**src/rtl/usb_tx_pkg.sv**
```systemverilog
// Shared types and constants for the USB TX packet sequencer.
package usb_tx_pkg;

  typedef enum logic [2:0] {
    DATA0 = 3'd0,
    DATA1 = 3'd1,
    ACK   = 3'd2,
    NAK   = 3'd3,
    STALL = 3'd4
  } tx_pkt_t;

  localparam logic [3:0] PID_DATA0 = 4'b0011;
  localparam logic [3:0] PID_DATA1 = 4'b1011;
  localparam logic [3:0] PID_ACK   = 4'b0010;
  localparam logic [3:0] PID_NAK   = 4'b1010;
  localparam logic [3:0] PID_STALL = 4'b1110;

  localparam logic [7:0]  SYNC_BYTE    = 8'h80;
  localparam logic [15:0] CRC16_INIT   = 16'hFFFF;
  localparam logic [15:0] CRC16_POLY_R = 16'hA001;

  typedef enum logic [3:0] {
    StIdle,
    StLatch,
    StSync,
    StPid,
    StData,
    StCrcLo,
    StCrcHi,
    StEop,
    StDone
  } tx_state_t;

  function automatic logic [3:0] pid_of(input tx_pkt_t pkt);
    logic [3:0] pid;
    case (pkt)
      DATA0:   pid = PID_DATA0;
      DATA1:   pid = PID_DATA1;
      ACK:     pid = PID_ACK;
      NAK:     pid = PID_NAK;
      default: pid = PID_STALL;
    endcase
    return pid;
  endfunction

  function automatic logic is_data(input tx_pkt_t pkt);
    return (pkt == DATA0) || (pkt == DATA1);
  endfunction

endpackage

```
**src/rtl/usb_tx_sequencer_crc16_byte.sv**
```systemverilog
// Combinational CRC16 (reflected 0x8005) advance over one byte, LSB first.
module crc16_byte
  import usb_tx_pkg::*;
(
  input  logic [15:0] crc_in,
  input  logic [7:0]  data,
  output logic [15:0] crc_out
);

  // Eight serial LFSR steps unrolled.
  always_comb begin
    logic [15:0] c;
    c = crc_in;
    for (int i = 0; i < 8; i++) begin
      if (c[0] ^ data[i]) begin
        c = (c >> 1) ^ CRC16_POLY_R;
      end else begin
        c = c >> 1;
      end
    end
    crc_out = c;
  end

endmodule

```
**src/rtl/usb_tx_sequencer.sv**
```systemverilog
// Packet-level TX controller: drives the bit/byte timer, selects SYNC/PID/data/CRC bytes for the
// shift register, pops the TX FIFO and runs EOP.
module usb_tx_sequencer
  import usb_tx_pkg::*;
#(
  parameter int unsigned MAX_PKT  = 64,
  parameter int unsigned EOP_BITS = 3
) (
  input  logic       clk,
  input  logic       n_rst,
  input  logic       tx_start,
  input  tx_pkt_t    tx_packet,
  input  logic [6:0] tx_packet_size,
  input  logic       bit_tick,
  input  logic       byte_tick,
  input  logic       fifo_empty,
  input  logic [7:0] fifo_rdata,
  output logic       fifo_pop,
  output logic       timer_clear,
  output logic       timer_count_en,
  output logic       timer_latch_size,
  output logic       load_byte,
  output logic [7:0] tx_byte,
  output logic       eop_active,
  output logic       tx_busy,
  output logic       tx_done,
  output logic       tx_error
);

  localparam logic [7:0] MaxPktB = 8'(MAX_PKT);
  localparam logic [7:0] EopLast = 8'(EOP_BITS - 1);

  tx_state_t   state_q;
  tx_pkt_t     pkt_q;
  logic [6:0]  size_q;
  logic [6:0]  count_q;
  logic [15:0] crc_q;
  logic [15:0] crc_next;
  logic [7:0]  eop_cnt_q;
  logic        bit_q;
  logic        byte_q;
  logic        bit_edge;
  logic        byte_edge;
  logic [3:0]  pid;

  crc16_byte u_crc16_byte (
    .crc_in  (crc_q),
    .data    (fifo_rdata),
    .crc_out (crc_next)
  );

  // Ticks may be stretched by the timer; only rising edges advance the sequence.
  assign bit_edge  = bit_tick & ~bit_q;
  assign byte_edge = byte_tick & ~byte_q;
  assign pid       = pid_of(pkt_q);

  // Tick delay registers, held low in IDLE so a stale level cannot fake an edge on start.
  always_ff @(posedge clk or negedge n_rst) begin
    if (!n_rst) begin
      bit_q  <= 1'b0;
      byte_q <= 1'b0;
    end else if (state_q == StIdle) begin
      bit_q  <= 1'b0;
      byte_q <= 1'b0;
    end else begin
      bit_q  <= bit_tick;
      byte_q <= byte_tick;
    end
  end

  // Packet FSM with registered strobes, timer controls and byte selection.
  always_ff @(posedge clk or negedge n_rst) begin
    if (!n_rst) begin
      state_q          <= StIdle;
      pkt_q            <= DATA0;
      size_q           <= '0;
      count_q          <= '0;
      crc_q            <= CRC16_INIT;
      eop_cnt_q        <= '0;
      fifo_pop         <= 1'b0;
      timer_clear      <= 1'b0;
      timer_count_en   <= 1'b0;
      timer_latch_size <= 1'b0;
      load_byte        <= 1'b0;
      tx_byte          <= '0;
      eop_active       <= 1'b0;
      tx_busy          <= 1'b0;
      tx_done          <= 1'b0;
      tx_error         <= 1'b0;
    end else begin
      // Single-cycle strobes default low.
      fifo_pop         <= 1'b0;
      load_byte        <= 1'b0;
      timer_latch_size <= 1'b0;
      tx_done          <= 1'b0;
      tx_error         <= 1'b0;

      unique case (state_q)
        StIdle: begin
          if (tx_start) begin
            if (is_data(tx_packet) && ({1'b0, tx_packet_size} > MaxPktB)) begin
              tx_error <= 1'b1;
            end else begin
              state_q          <= StLatch;
              pkt_q            <= tx_packet;
              size_q           <= tx_packet_size;
              crc_q            <= CRC16_INIT;
              count_q          <= '0;
              timer_clear      <= 1'b1;
              timer_latch_size <= 1'b1;
              tx_busy          <= 1'b1;
            end
          end
        end

        StLatch: begin
          state_q        <= StSync;
          timer_clear    <= 1'b0;
          timer_count_en <= 1'b1;
          load_byte      <= 1'b1;
          tx_byte        <= SYNC_BYTE;
        end

        StSync: begin
          if (byte_edge) begin
            state_q   <= StPid;
            load_byte <= 1'b1;
            tx_byte   <= {~pid, pid};
          end
        end

        StPid: begin
          if (byte_edge) begin
            if (!is_data(pkt_q)) begin
              state_q    <= StEop;
              eop_active <= 1'b1;
              eop_cnt_q  <= '0;
            end else if (size_q == '0) begin
              state_q   <= StCrcLo;
              load_byte <= 1'b1;
              tx_byte   <= ~crc_q[7:0];
            end else if (fifo_empty) begin
              // Underrun on the very first payload byte: abort straight to EOP.
              state_q    <= StEop;
              eop_active <= 1'b1;
              eop_cnt_q  <= '0;
              tx_error   <= 1'b1;
            end else begin
              state_q   <= StData;
              load_byte <= 1'b1;
              tx_byte   <= fifo_rdata;
              fifo_pop  <= 1'b1;
              crc_q     <= crc_next;
              count_q   <= count_q + 7'd1;
            end
          end
        end

        StData: begin
          if (byte_edge) begin
            if (count_q == size_q) begin
              state_q   <= StCrcLo;
              load_byte <= 1'b1;
              tx_byte   <= ~crc_q[7:0];
            end else if (fifo_empty) begin
              // Underrun mid-payload: no CRC is sent, the packet is cut with EOP.
              state_q    <= StEop;
              eop_active <= 1'b1;
              eop_cnt_q  <= '0;
              tx_error   <= 1'b1;
            end else begin
              load_byte <= 1'b1;
              tx_byte   <= fifo_rdata;
              fifo_pop  <= 1'b1;
              crc_q     <= crc_next;
              count_q   <= count_q + 7'd1;
            end
          end
        end

        StCrcLo: begin
          if (byte_edge) begin
            state_q   <= StCrcHi;
            load_byte <= 1'b1;
            tx_byte   <= ~crc_q[15:8];
          end
        end

        StCrcHi: begin
          if (byte_edge) begin
            state_q    <= StEop;
            eop_active <= 1'b1;
            eop_cnt_q  <= '0;
          end
        end

        StEop: begin
          if (bit_edge) begin
            if (eop_cnt_q == EopLast) begin
              state_q        <= StDone;
              eop_active     <= 1'b0;
              tx_done        <= 1'b1;
              timer_count_en <= 1'b0;
              timer_clear    <= 1'b1;
            end else begin
              eop_cnt_q <= eop_cnt_q + 8'd1;
            end
          end
        end

        StDone: begin
          state_q     <= StIdle;
          timer_clear <= 1'b0;
          tx_busy     <= 1'b0;
        end

        default: begin
          state_q <= StIdle;
        end
      endcase
    end
  end

endmodule

```
**config.mk**
```make
export PLATFORM = sky130hd
export DESIGN_NAME = usb_tx_sequencer
export DESIGN_NICKNAME = d
export VERILOG_FILES = /design/src/rtl/usb_tx_pkg.sv /design/src/rtl/usb_tx_sequencer_crc16_byte.sv /design/src/rtl/usb_tx_sequencer.sv
export SDC_FILE = /design/constraint.sdc
export NUM_CORES = 1
export LEC_CHECK = 0
export ABC_CLOCK_PERIOD_IN_PS = 3350
export CORE_MARGIN = 2
export CORE_UTILIZATION = 62
export DETAILED_ROUTE_END_ITERATION = 16
export PLACE_DENSITY = 0.86
export RECOVER_POWER = 50
export SYNTH_ARGS = -nofsm -noshare
export SYNTH_HDL_FRONTEND = slang
export SYNTH_HIERARCHICAL = 1
export SYNTH_SLANG_ARGS = --single-unit
export TNS_END_PERCENT = 100
```
**constraint.sdc**
```tcl
create_clock -name clk -period 3.35 [get_ports clk]
set_input_delay 0.8375 -clock clk [delete_from_list [all_inputs] [get_ports clk]]
set_output_delay 0.8375 -clock clk [all_outputs]
set_load 0.05 [all_outputs]
```
==> metrics.yaml, run 1 <==
status: "complete, but fails checks"
violations: "max-capacitance violations, max-slew violations"
fin_nets: 466
tightest_slew_ns: 1.78
synthTopCellsByArea: "dfrtp_1 (30%), dfstp_2 (10%), xnor2_1 (5.0%)"
cpPeakStageDelay_ns: 0.83
final_cells: 521
timing.hold.ws_ns: 0.500
numCtsBuffers: 9
clock-sinks: 64
cts_tree: "yes"
drt-total-wl_microns: 9820
grt_max_degree: 35
placed_area_sq_um: 4400
die_h_microns: 84.5
postLayoutSetupSlackWorst_ns: 0.665
route.detailed.drc: 0
antenna_found_initial: 0
critPathCaptureType: "register"
fin_util_pct: 72.5
setup_viol: 0
finClkSkew_ns: 0.00791
clk_path_buf_depth: 2
ant_nets: 0
cp_top_family: "compound AO/OA/AOI/OAI gates"
cp.buffers_inverters: 0
grt_pass1_vias: 3385
cts_hold_buf: 0
finalCriticalPeriod_ns: 2.69
syn-num-nets: 435
fmax_ghz: 0.372
syn_to_final_growth_pct: 13.8
yosysMostFrequentCell: "dfrtp_1"
die_x_microns: 84.5
netlist_instances: 408
cp_slowest_cell: "dfrtp_1"
dpl.cell_count: 505
ys_seq_area_share_pct: 40.3
yosysWarnings: 6
hold_viol: 0
path_cells: "nor4b_4, and4_1, nand2_1, a31oi_1, o221ai_1"
p_leak_nw: 1.84
critPathArrivalTime_ns: 2.88
crit_type: "register to register"
dp_slack_ns: 0.375
track_usage_pct: 28.9
ioPinCount: 41
maxCapViolations: 1
fin_crit_sh_pct: 80.2
clk_pin_slew_worst_paths_ns: 0.07
port_buffers: 40
synth.distinct_cells: 77
cts_resized: 0
grt_overflow_total: 0
cts_max_level: 3
critical_path_peak_fanout: 24
power.total_mw: 4.41
dr.pass1.iters: 5
maxSlewViolCount: 35
diodes: 0
post_cts_buffers: 0
ys_ff_latch: 64
cts-root-buf: "clkbuf_8"
crit_path_start_kind: "register"
hpwl_microns: 6840
timing.setup.tns_ns: 0
synth_common_cells: "dfrtp_1 (48), nand2_1 (45), xnor2_1 (23)"
insertion_delay_ns: 0.35
drive_gt1_share_pct: 15.1
fin_area_sq_um: 4580
rows: 29
holdCritPathClass: "register to register"
drtIter0Drc: 262
ir_drop_mv: 0.740
relSlewSlack_pct: -18.8
synth.avg_cell_area_sq_um: 9.85
yosysTopAreaCell: "dfrtp_1"
rsz0062_at_grt: "no"
routabilityCongestion: 0.944
vias: 3394
wl_per_cell_microns: 18.9
dieArea_sq_um: 7140
yosysTopAreaCellShare_pct: 29.9
core_sq_um: 6310
syn-cell-area_sq_um: 4020
synth_edf_count: 0
required_ns: 3.55
power_density_nw_per_um2: 962
grt_pass1_wl_microns: 16500
synth_ff_type: "dfrtp_1"
viasPerCell: 6.51
async_flop_share_pct: 100
start_util_pct: 63.7
[cell type report]
type | count | area, sq um
clock inverters | 1 | 7.51
inverters | 18 | 67.6
flip-flops and latches | 64 | 1620
multi-input cells | 300 | 2150
clock buffers | 15 | 196
repair buffers | 46 | 437
well taps | 77 | 96.3
fillers | 470 | 1740
[path summary, 6_finish.rpt]
path / startpoint / to / slack (ns) / depth (start not counted)
setup / recovery: state_q[2] / tx_byte[1] / 0.66 / 5
hold / removal: eop_active / eop_active / 0.50 / 1
setup reg to reg: state_q[2] / tx_byte[1] / 0.66 / 5
hold reg to reg: eop_active / eop_active / 0.50 / 1
max in group asynchronous: n_rst / eop_cnt_q[1] / 0.83 / 2
min in group asynchronous: n_rst / timer_latch_size / 0.95 / 1
[logic make-up (layout without fill, tap and decap cells)]
| family | count (synthesis) | count (layout) | share of synthesized area, % |
|---|---|---|---|
| buffers and inverters | 44 | 80 | 5.79 |
| flip-flops | 64 | 64 | 40.3 |
| XOR/XNOR | 29 | 29 | 7.06 |
| AO/OA/AOI/OAI | 118 | 118 | 24.3 |
| adder cells (fa/ha/maj) | 3 | 3 | 0.934 |
| AND/OR/NAND/NOR | 148 | 148 | 20.9 |
| multiplexers | 2 | 2 | 0.747 |
[sequential cells by signal, indices dropped and copies added (netlist names), 3 cells and up]
| register | flops |
|---|---|
| size_q | 7 |
| crc_q | 16 |
| tx_byte | 8 |
| state_q | 4 |
| eop_cnt_q | 8 |
| count_q | 7 |
| pkt_q | 3 |
[layout by cell type, fill, tap and decap left out, types with 14 or more instances in the layout]
cell / n
clkbuf_8: 14
clkdlybuf4s50_1: 37
dfrtp_1: 48
dfstp_2: 16
inv_1: 18
nand2_1: 45
nand3_1: 19
nor2_1: 17
o22a_1: 17
xnor2_1: 23
[where the power goes]
group          total (mW)  internal, mW  switching (mW)
Combinational        2.22         0.981            1.24
Sequential           1.52          1.10           0.418
Clock               0.670         0.371           0.300
[metal layers]
metal  global-route usage (%)  wire [microns]
met1                     38.8            4340
met2                     46.0            4690
met3                     5.51             507
met4                     12.3             277
met5                        0               0
Power figures use the tool's default switching activity.
==> inputs of run 2 (changes only) <==
Settings changed: ABC_CLOCK_PERIOD_IN_PS 3350 to 2800, CORE_UTILIZATION 62 to 57, PLACE_DENSITY 0.86 to 0.8.
Clock period 3.35 ns to 2.8 ns, I/O delays scaled along.
==> run 2 against run 1 <==
- non-clock buffer count rose by 15
- maximum frequency rose by 11%
- core utilization fell by 2.4 points
- critical path depth did not move
- first-iteration DRC count fell by 22%
- power up 25%
- combinational power rose by 30%
- the flow still finishes with violations (max-capacitance violations, max-slew violations)
- register-to-register slack got worse by 0.28 ns
- count of clock-buffer cells in the layout down 1
- hold slack better by 0.0021 ns
==> metrics.yaml, run 2 (synthesis gave the netlist of run 1 again) <==
start_util_pct: 59.2  # was 63.7%
insertion_delay_ns: 0.36  # was 0.35 ns
antenna_found_initial: 0  # unchanged
vias: 3465  # was 3,394
route.detailed.drc: 0  # unchanged
cts_hold_buf: 0  # unchanged
port_buffers: 40  # unchanged
cp_top_family: "simple AND/OR/NAND/NOR gates"  # was compound AO/OA/AOI/OAI gates
maxSlewViolCount: 26  # was 35
syn_to_final_growth_pct: 18.4  # was 13.8%
grt_pass1_wl_microns: 17000  # was 16,500 microns
pwr-share-seq_pct: 31.6  # was 34.4%
largest_register_ff_count: 16  # unchanged
clk_path_buf_depth: 2  # unchanged
share_comb_of_total_power_pct: 52.5  # was 50.3%
cts_tree: "yes"  # unchanged
rsz0062_at_grt: "no"  # unchanged
track_usage_pct: 28.6  # was 28.9%
top_register: "crc_q"  # unchanged
drt-total-wl_microns: 9980  # was 9820 microns
numCtsBuffers: 9  # unchanged
finalCriticalPeriod_ns: 2.42  # was 2.69 ns
rows: 30  # was 29
required_ns: 3.02  # was 3.55 ns
post_cts_buffers: 0  # unchanged
setup_viol: 0  # unchanged
power.total_mw: 5.52  # was 4.41 mW
crit_type: "register to register"  # unchanged
clock-sinks: 64  # unchanged
violations: "max-capacitance violations, max-slew violations"  # unchanged
critPathCaptureType: "register"  # unchanged
viasPerCell: 6.24  # was 6.51
cp.buffers_inverters: 0  # unchanged
path_cells: "nor4b_4, nand4_2, o22ai_4, or2_1, o221ai_2"  # was nor4b_4, and4_1, nand2_1, a31oi_1, o221ai_1
cts_max_level: 3  # unchanged
die_x_microns: 88.0  # was 84.5 microns
dieArea_sq_um: 7740  # was 7140 sq um
p_clk_share_pct: 15.9  # was 15.2%
finClkSkew_ns: 0.0107  # was 0.00791 ns
fmax_ghz: 0.414  # was 0.372 GHz
final-seq-area_sq_um: 1620  # unchanged
drive_gt1_share_pct: 17.6  # was 15.1%
core_sq_um: 6790  # was 6310 sq um
ant_nets: 0  # unchanged
critical_path_peak_fanout: 20  # was 24
reg_top3: "crc_q x16, eop_cnt_q x8, tx_byte x8"  # unchanged
final_common_cell: "dfrtp_1"  # unchanged
ir_drop_mv: 0.752  # was 0.740 mV
relSlewSlack_pct: -0.210  # was -18.8%
multiInputGateArea_sq_um: 2160  # was 2150 sq um
drtIter0Drc: 204  # was 262
grt_overflow_total: 0  # unchanged
critPathArrivalTime_ns: 2.63  # was 2.88 ns
fin_crit_sh_pct: 86.3  # was 80.2%
p_sw_share_pct: 43.6  # was 44.3%
ioPinCount: 41  # unchanged
p_int_mw: 3.11  # was 2.45 mW
cpPeakStageDelay_ns: 0.62  # was 0.83 ns
hpwl_microns: 7170  # was 6840 microns
die_h_microns: 88.0  # was 84.5 microns
clk_pin_slew_worst_paths_ns: 0.08  # was 0.07 ns
power_density_nw_per_um2: 1160  # was 962 nW/um^2
tightest_slew_ns: 1.50  # was 1.78 ns
nFillCells: 533  # was 470
holdCritPathClass: "register to register"  # unchanged
maxCapViolations: 1  # unchanged
cts_resized: 0  # unchanged
p_sw_mw: 2.41  # was 1.95 mW
routabilityCongestion: 0.958  # was 0.944
status: "complete, but fails checks"  # unchanged
crit_path_start_kind: "register"  # unchanged
grt_pass1_vias: 3524  # was 3,385
grt_max_degree: 39  # was 35
diodes: 0  # unchanged
wl_per_cell_microns: 18.0  # was 18.9 microns
cp_slowest_cell: "dfrtp_1"  # unchanged
dr.pass1.iters: 5  # unchanged
p_leak_nw: 1.93  # was 1.84 nW
hold_viol: 0  # unchanged
cts-root-buf: "clkbuf_8"  # unchanged
fin_nets: 481  # was 466
timing.setup.tns_ns: 0  # unchanged
layout_common_cells: "dfrtp_1 (48), nand2_1 (45), clkdlybuf4s50_1 (39)"  # was dfrtp_1 (48), nand2_1 (45), clkdlybuf4s50_1 (37)
## run 2: power by group through the flow
| stage | Combinational, mW | Clock (mW) | Sequential, mW |
|---|---|---|---|
| global route | 3.14 | 0.925 | 1.80 |
| finish | 2.89 | 0.877 | 1.74 |
| floorplan | 2.10 | 0 | 1.81 |
| detailed placement | 2.86 | 0 | 1.75 |
| CTS | 2.89 | 0.888 | 1.74 |
| global placement | 2.79 | 0 | 1.74 |
## run 2: final timing paths
kind                            start            to  slack (ns)  depth (start not counted)
max                        state_q[1]  eop_cnt_q[2]        0.38                          5
min                        eop_active    eop_active        0.50                          1
max reg2reg                state_q[1]  eop_cnt_q[2]        0.38                          5
min reg2reg                eop_active    eop_active        0.50                          1
max in group asynchronous       n_rst     crc_q[14]        1.15                          2
min in group asynchronous       n_rst    state_q[3]        0.69                          1
## run 2: final cells by class
cell class	instances	area share, %
inverters	18	1.42
repair buffers	61	12.0
flip-flops and latches	64	34.1
multi-input cells	300	45.4
well taps	96	2.52
clock inverters	2	0.736
clock buffers	14	3.84
## run 2: layer usage
| layer | up-vias | wire, microns | track usage, % |
|---|---|---|---|
| met2 | 122 | 4910 | 46.6 |
| met4 | 0 | 170 | 9.79 |
| met3 | 23 | 538 | 6.88 |
| li1 | 1608 | - | - |
| met1 | 1712 | 4370 | 37.5 |
| met5 | - | 0 | 0 |
## run 2: stage by stage
stage | instance area (sq um) | std cells | utilization, % | hold WS, ns | worst slack [ns]
global route | 4760 | 555 | 70.1 | 0.527 | 0.184
finish | 4760 | 555 | 70.1 | 0.502 | 0.383
global placement | 4550 | 539 | 67.0 | 0.486 | 0.0768
floorplan | 4020 | 408 | - | 0.404 | 0.595
detailed placement | 4550 | 539 | 67.0 | 0.489 | 0.0367
CTS | 4770 | 555 | 70.2 | 0.369 | 0.408
==> patch 1: new RTL, settings of run 2 <==
Reset style: synchronous (`n_rst`), changed in 2 clocked blocks.
--- a/src/rtl/usb_tx_sequencer.sv
+++ b/src/rtl/usb_tx_sequencer.sv
@@ -56,5 +56,5 @@
 
   // Tick delay registers, held low in IDLE so a stale level cannot fake an edge on start.
-  always_ff @(posedge clk or negedge n_rst) begin
+  always_ff @(posedge clk) begin
     if (!n_rst) begin
       bit_q  <= 1'b0;
@@ -70,5 +70,5 @@
 
   // Packet FSM with registered strobes, timer controls and byte selection.
-  always_ff @(posedge clk or negedge n_rst) begin
+  always_ff @(posedge clk) begin
     if (!n_rst) begin
       state_q          <= StIdle;
Check against the original RTL: differs if n_rst is asserted again (counterexample within 4 cycles, from zero or initial values and one cycle with n_rst low); with n_rst held inactive, the same outputs for 4 cycles.
==> patch 1 against run 2 <==
Sequential cell count did not move; first-iteration DRC count is 110% higher; wire length grew 1.6%; worst setup slack got worse by 0.24 ns; count of clock-buffer cells in the layout down 2; synthesized area down 11%; cell count increased by 1.6%; utilization increased by 3.1 points; die area down 11%; total power shrank 28%; final area down 7.9%; synthesized cell count is 4.4% higher; hold slack worse by 0.014 ns; critical endpoint is now eop_cnt_q[1]; largest power group unchanged; highest routed layer unchanged.
==> patch 1: results <==
group,metric,value,unit
status,status,"finished, final reports clean",
clock_network,post_cts_buffers,0,
setup_path,r2r_cells,7,
setup_path,r2r_slack,0.27,ns
setup_path,crit_fanout,25,
clock_network,cts_buffer_depth,2,
grt,grt_pass1_wl,16.5,mm
timing,holdWs,0.488,ns
grt,use_met1,39.2,%
timing,tightest_slew,1.12,ns
clock_network,cts_resized,0,
cells_and_area,largestRegisters,"crc_q x16, eop_cnt_q x8, tx_byte x8",
timing,post-route-period-util,95.0,%
clock_network,cts_inserted_buffers,9,
placement,io_buffer_count,40,
clock_network,htreeDepth,3,
timing,setup-violations-final,0,
placement,dp_slack,-0.182,ns
setup_path,worstPathArrival,2.91,ns
logic_synthesis,synth_cell_types,67,
logic_synthesis,synthesis.nets,453,
route,drt-total-wl,10.1,mm
grt,use_met2,48.2,%
grt,grt.total_usage,29.6,%
hold_path,hp-class,"reg -> reg",
cells_and_area,layout-drive-gt1-share,12.5,%
setup_path,reg2reg_from,"count_q[2]",
timing,fin_skew,0.00938,ns
route,first_pass_iters,5,
clock_network,path_clk_slew,0.07,ns
cells_and_area,fillers,476,
route,vias,3532,
placement,gp_congestion,0.911,
grt,met3_usage,5.47,%
power,leakagePower,1.81,nW
cells_and_area,fin_nets,512,
hold_path,hold_depth,2,
grt,antenna_found_initial,0,
grt,grt_max_degree,26,
logic_synthesis,synthFlopType,"dfxtp_1",
logic_synthesis,ys_seq_area_share,35.9,%
grt,grt_pass1_vias,3309,
power,peakVddDrop,0.000572,V
placement,detailed_place_hpwl,7.30,mm
placement,placed_area,0.00420,mm2
hold_path,hp-start,"size_q[1]",
route,drt-initial-drc-count,426,
setup_path,timing.rr.end,"tx_byte[2]",
logic_synthesis,ys_async_sr_fraction,0,%
logic_synthesis,synth.area.top_cells,"dfxtp_1 (36%), nand2_1 (6.7%), mux2i_1 (5.3%)",
clock_network,clockRootBuffer,"clkbuf_8",
hold_path,holdPathEnd,"size_q[1]",
logic_synthesis,synthTopCellsByCount,"dfxtp_1 (64), nand2_1 (64), nor2_1 (34)",
[patch 1: changes by cell type in the layout (fill, tap and decap cells not counted), moves of 14 or more]
cell and change:
a21oi_1 +19, mux2i_1 +19, nor2_1 +17, o22a_1 -16
dfrtp_1 -48, dfxtp_1 +64, dlygate4sd3_1 +18, clkdlybuf4s50_1 -17
nand2_1 +19, dfstp_2 -16, o21ai_0 +14
[patch 1: per-stage QoR]
stage	total power [mW]	util [%]	std cells
floorplan	2.58	-	426
finish	3.96	73.2	564
global placement	3.05	70.1	549
CTS	3.95	73.5	564
global route	4.16	73.2	564
detailed placement	3.11	70.1	549
[patch 1: how the worst max path moves through the flow]
stage                   endpoint         startpoint  depth (start not counted)
detailed placement      crc_q[4]  tx_packet_size[0]                          8
global placement       crc_q[10]  tx_packet_size[6]                          8
floorplan             count_q[4]  tx_packet_size[0]                          6
global route            crc_q[2]  tx_packet_size[0]                          8
CTS                     crc_q[7]  tx_packet_size[6]                          8
finish              eop_cnt_q[1]              n_rst                          4
[patch 1: per-layer routing]
layer / routed length, um / vias up
met5: 0 / -
met4: 195 / 0
met3: 719 / 24
met2: 4750 / 179
met1: 4480 / 1673
li1: - / 1656
[patch 1: cells by family after synthesis]
logic type / share of synthesized area, %
flip-flops: 35.9
multiplexers: 5.33
AO/OA/AOI/OAI: 21.8
AND/OR/NAND/NOR: 23.6
buffers and inverters: 4.14
adder cells (fa/ha/maj): 1.05
XOR/XNOR: 8.20
[patch 1: cell type report]
class | count | share of cell area, %
Timing Repair Buffer | 75 | 14.9
Inverter | 5 | 0.428
Tap cell | 75 | 2.14
Sequential cell | 64 | 29.2
Multi-Input combinational cell | 330 | 48.7
Clock inverter | 3 | 0.913
Clock buffer | 12 | 3.77
[patch 1: critical path: stages]
cell             delay [ns]
clkdlybuf4s50_1        0.53
clkbuf_1               0.85
nand3_1                0.48
o31ai_1                0.34
[patch 1: report_power, final]
group	switching [mW]	internal (mW)
Sequential	0.199	1.09
Clock	0.358	0.476
Combinational	1.05	0.783
==> patch 2: new RTL, settings of run 2 <==
Made on the original files. Change the parameter `MAX_PKT` from 64 to 48.
--- a/src/rtl/usb_tx_sequencer.sv
+++ b/src/rtl/usb_tx_sequencer.sv
@@ -4,5 +4,5 @@
   import usb_tx_pkg::*;
 #(
-  parameter int unsigned MAX_PKT  = 64,
+  parameter int unsigned MAX_PKT  = 48,
   parameter int unsigned EOP_BITS = 3
 ) (
Check against the original RTL: not equivalent (a bounded check fails within 4 cycles, from zero or initial values and one cycle with n_rst low).
==> patch 2 against run 2 <==
The run still ends with max-capacitance violations, max-slew violations left; synthesized cell count is 8.1% lower; final area is 5.0% lower; worst setup slack worse by 0.29 ns; maximum frequency is 11% lower; sequential share of layout area is 1.8 points higher; synthesized area is 6.2% lower; non-clock buffer count is 7 higher; total power is 14% lower; sequential cell count stayed put; wire length is 5.3% lower; cell count is 7.7% lower; global-route usage is 0.67 points lower; clock skew is 0.0032 ns lower; largest power group unchanged.
==> patch 2: results <==
group,metric,value,unit
hold_path,hp-class,"reg -> reg",
route,first_pass_iters,4,
flow_run,cap_violations,1,
grt,grt_pass1_vias,3260,
setup_path,crit_path_top_delay_cell,"or4_1",
grt,grt.total_usage,27.9,%
placement,gp_congestion,0.901,
logic_synthesis,synthesis.nets,402,
grt,antenna_found_initial,0,
cells_and_area,fin_nets,457,
clock_network,clockRootBuffer,"clkbuf_8",
setup_path,startpoint,"tx_packet_size[0]",
route,drt-total-wl,9.45,mm
cells_and_area,largestRegisters,"crc_q x16, eop_cnt_q x8, tx_byte x8",
status,status,"finished, violations left",
clock_network,cts_buffer_depth,2,
route,drt-initial-drc-count,311,
clock_network,htreeDepth,3,
logic_synthesis,ys_seq_area_share,43.0,%
status,violations,"max-capacitance violations, max-slew violations",
setup_path,critPathMaxStageDelay,0.55,ns
power,peakVddDrop,0.000686,V
timing,fin_skew,0.00752,ns
logic_synthesis,synth.area.top_cells,"dfrtp_1 (32%), dfstp_2 (11%), xnor2_1 (5.3%)",
clock_network,cts_inserted_buffers,9,
power,leakagePower,1.83,nW
timing,tightest_slew,1.69,ns
hold_path,hp-start,"tx_busy",
placement,placed_area,0.00436,mm2
clock_network,path_clk_slew,0.07,ns
placement,io_buffer_count,40,
logic_synthesis,synth_cell_types,67,
logic_synthesis,avgSynthCellArea,10.1,um2
setup_path,reg2reg_from,"state_q[3]",
grt,grt_max_degree,36,
grt,grt_pass1_wl,16.0,mm
placement,dp_cells,496,
route,vias_per_cell,6.42,
power,swShare,43.3,%
cells_and_area,layout-drive-gt1-share,19.5,%
cells_and_area,fillers,502,
setup_path,worstPathArrival,2.94,ns
timing,final_max_slew_viol_count,30,
logic_synthesis,synthTopCellsByCount,"dfrtp_1 (48), nand2_1 (25), nor2_1 (24), o21ai_0 (24), xnor2_1 (23)",
cells_and_area,layout.cells.non_filler,512,
placement,dp_slack,-0.275,ns
placement,detailed_place_hpwl,6.75,mm
route,drcViolationCount,0,
clock_network,post_cts_buffers,0,
setup_path,crit_fanout,7,
logic_synthesis,yosys_warnings,6,
## patch 2: path summary, 6_finish.rpt
kind / to / slack (ns) / cells after the start
min in group asynchronous: size_q[5] / 0.78 / 1
worst min register to register: tx_busy / 0.50 / 1
max in group asynchronous: eop_cnt_q[4] / 1.03 / 1
worst max register to register: tx_byte[2] / 0.12 / 7
worst max-delay path: count_q[6] / 0.1 / 8
worst min-delay path: tx_busy / 0.50 / 1
## patch 2: area by class of cell
class / count / area share (%)
inverters: 7 / 0.637
well taps: 77 / 2.13
multi-input cells: 280 / 44.4
clock buffers: 10 / 2.82
clock inverters: 6 / 0.803
flip-flops and latches: 64 / 35.9
repair buffers: 68 / 13.3
## patch 2: metrics by stage
stage / setup TNS [ns] / util (%)
2_1_floorplan: 0 / -
3_3_place_gp: -5.86 / 68.2
3_5_place_dp: -8.31 / 68.2
4_1_cts: 0 / 70.8
5_1_grt: -0.000305 / 70.8
6_report: 0 / 70.8
## patch 2: worst reg2reg max path: stages (launching register included)
cell and delay [ns]:
dfrtp_1 0.38, nor2b_1 0.34, nand2_1 0.20, or4_1 0.64, a21oi_1 0.23, a211oi_2 0.06, clkbuf_1 0.28, a221o_1 0.43
## patch 2: per-layer routing
| metal | global-route usage (%) | vias up | wire, um |
|---|---|---|---|
| met1 | 35.5 | 1635 | 4140 |
| li1 | - | 1498 | - |
| met2 | 45.9 | 126 | 4590 |
| met3 | 6.23 | 30 | 488 |
| met5 | 0 | - | 0 |
| met4 | 12.0 | 0 | 236 |
## patch 2: cells by family (layout without fill, tap and decap cells)
group	after synthesis	in the layout	share of synthesized area [%]
compound gates	113	113	21.7
xor+xnor	30	30	7.77
fa+ha+maj	3	3	0.996
flops	64	64	43.0
buf+inv	31	91	4.08
mux	16	16	4.75
simple gates	118	118	17.7
## patch 2: repair_timing
| item | CTS | global route |
|---|---|---|
| resized for setup | 0 | 4 |
| endpoints found under the setup margin | 0 | 24 |
| hold buffers | 0 | 0 |
## patch 2: power by group through the flow
stage	sequential, mW	combinational, mW	clock [mW]
final	1.48	2.57	0.684
after global routing	1.51	2.77	0.734
after CTS	1.48	2.55	0.692
after detailed placement	1.49	2.53	0
after global placement	1.48	2.45	0
after floorplan	1.65	1.59	0
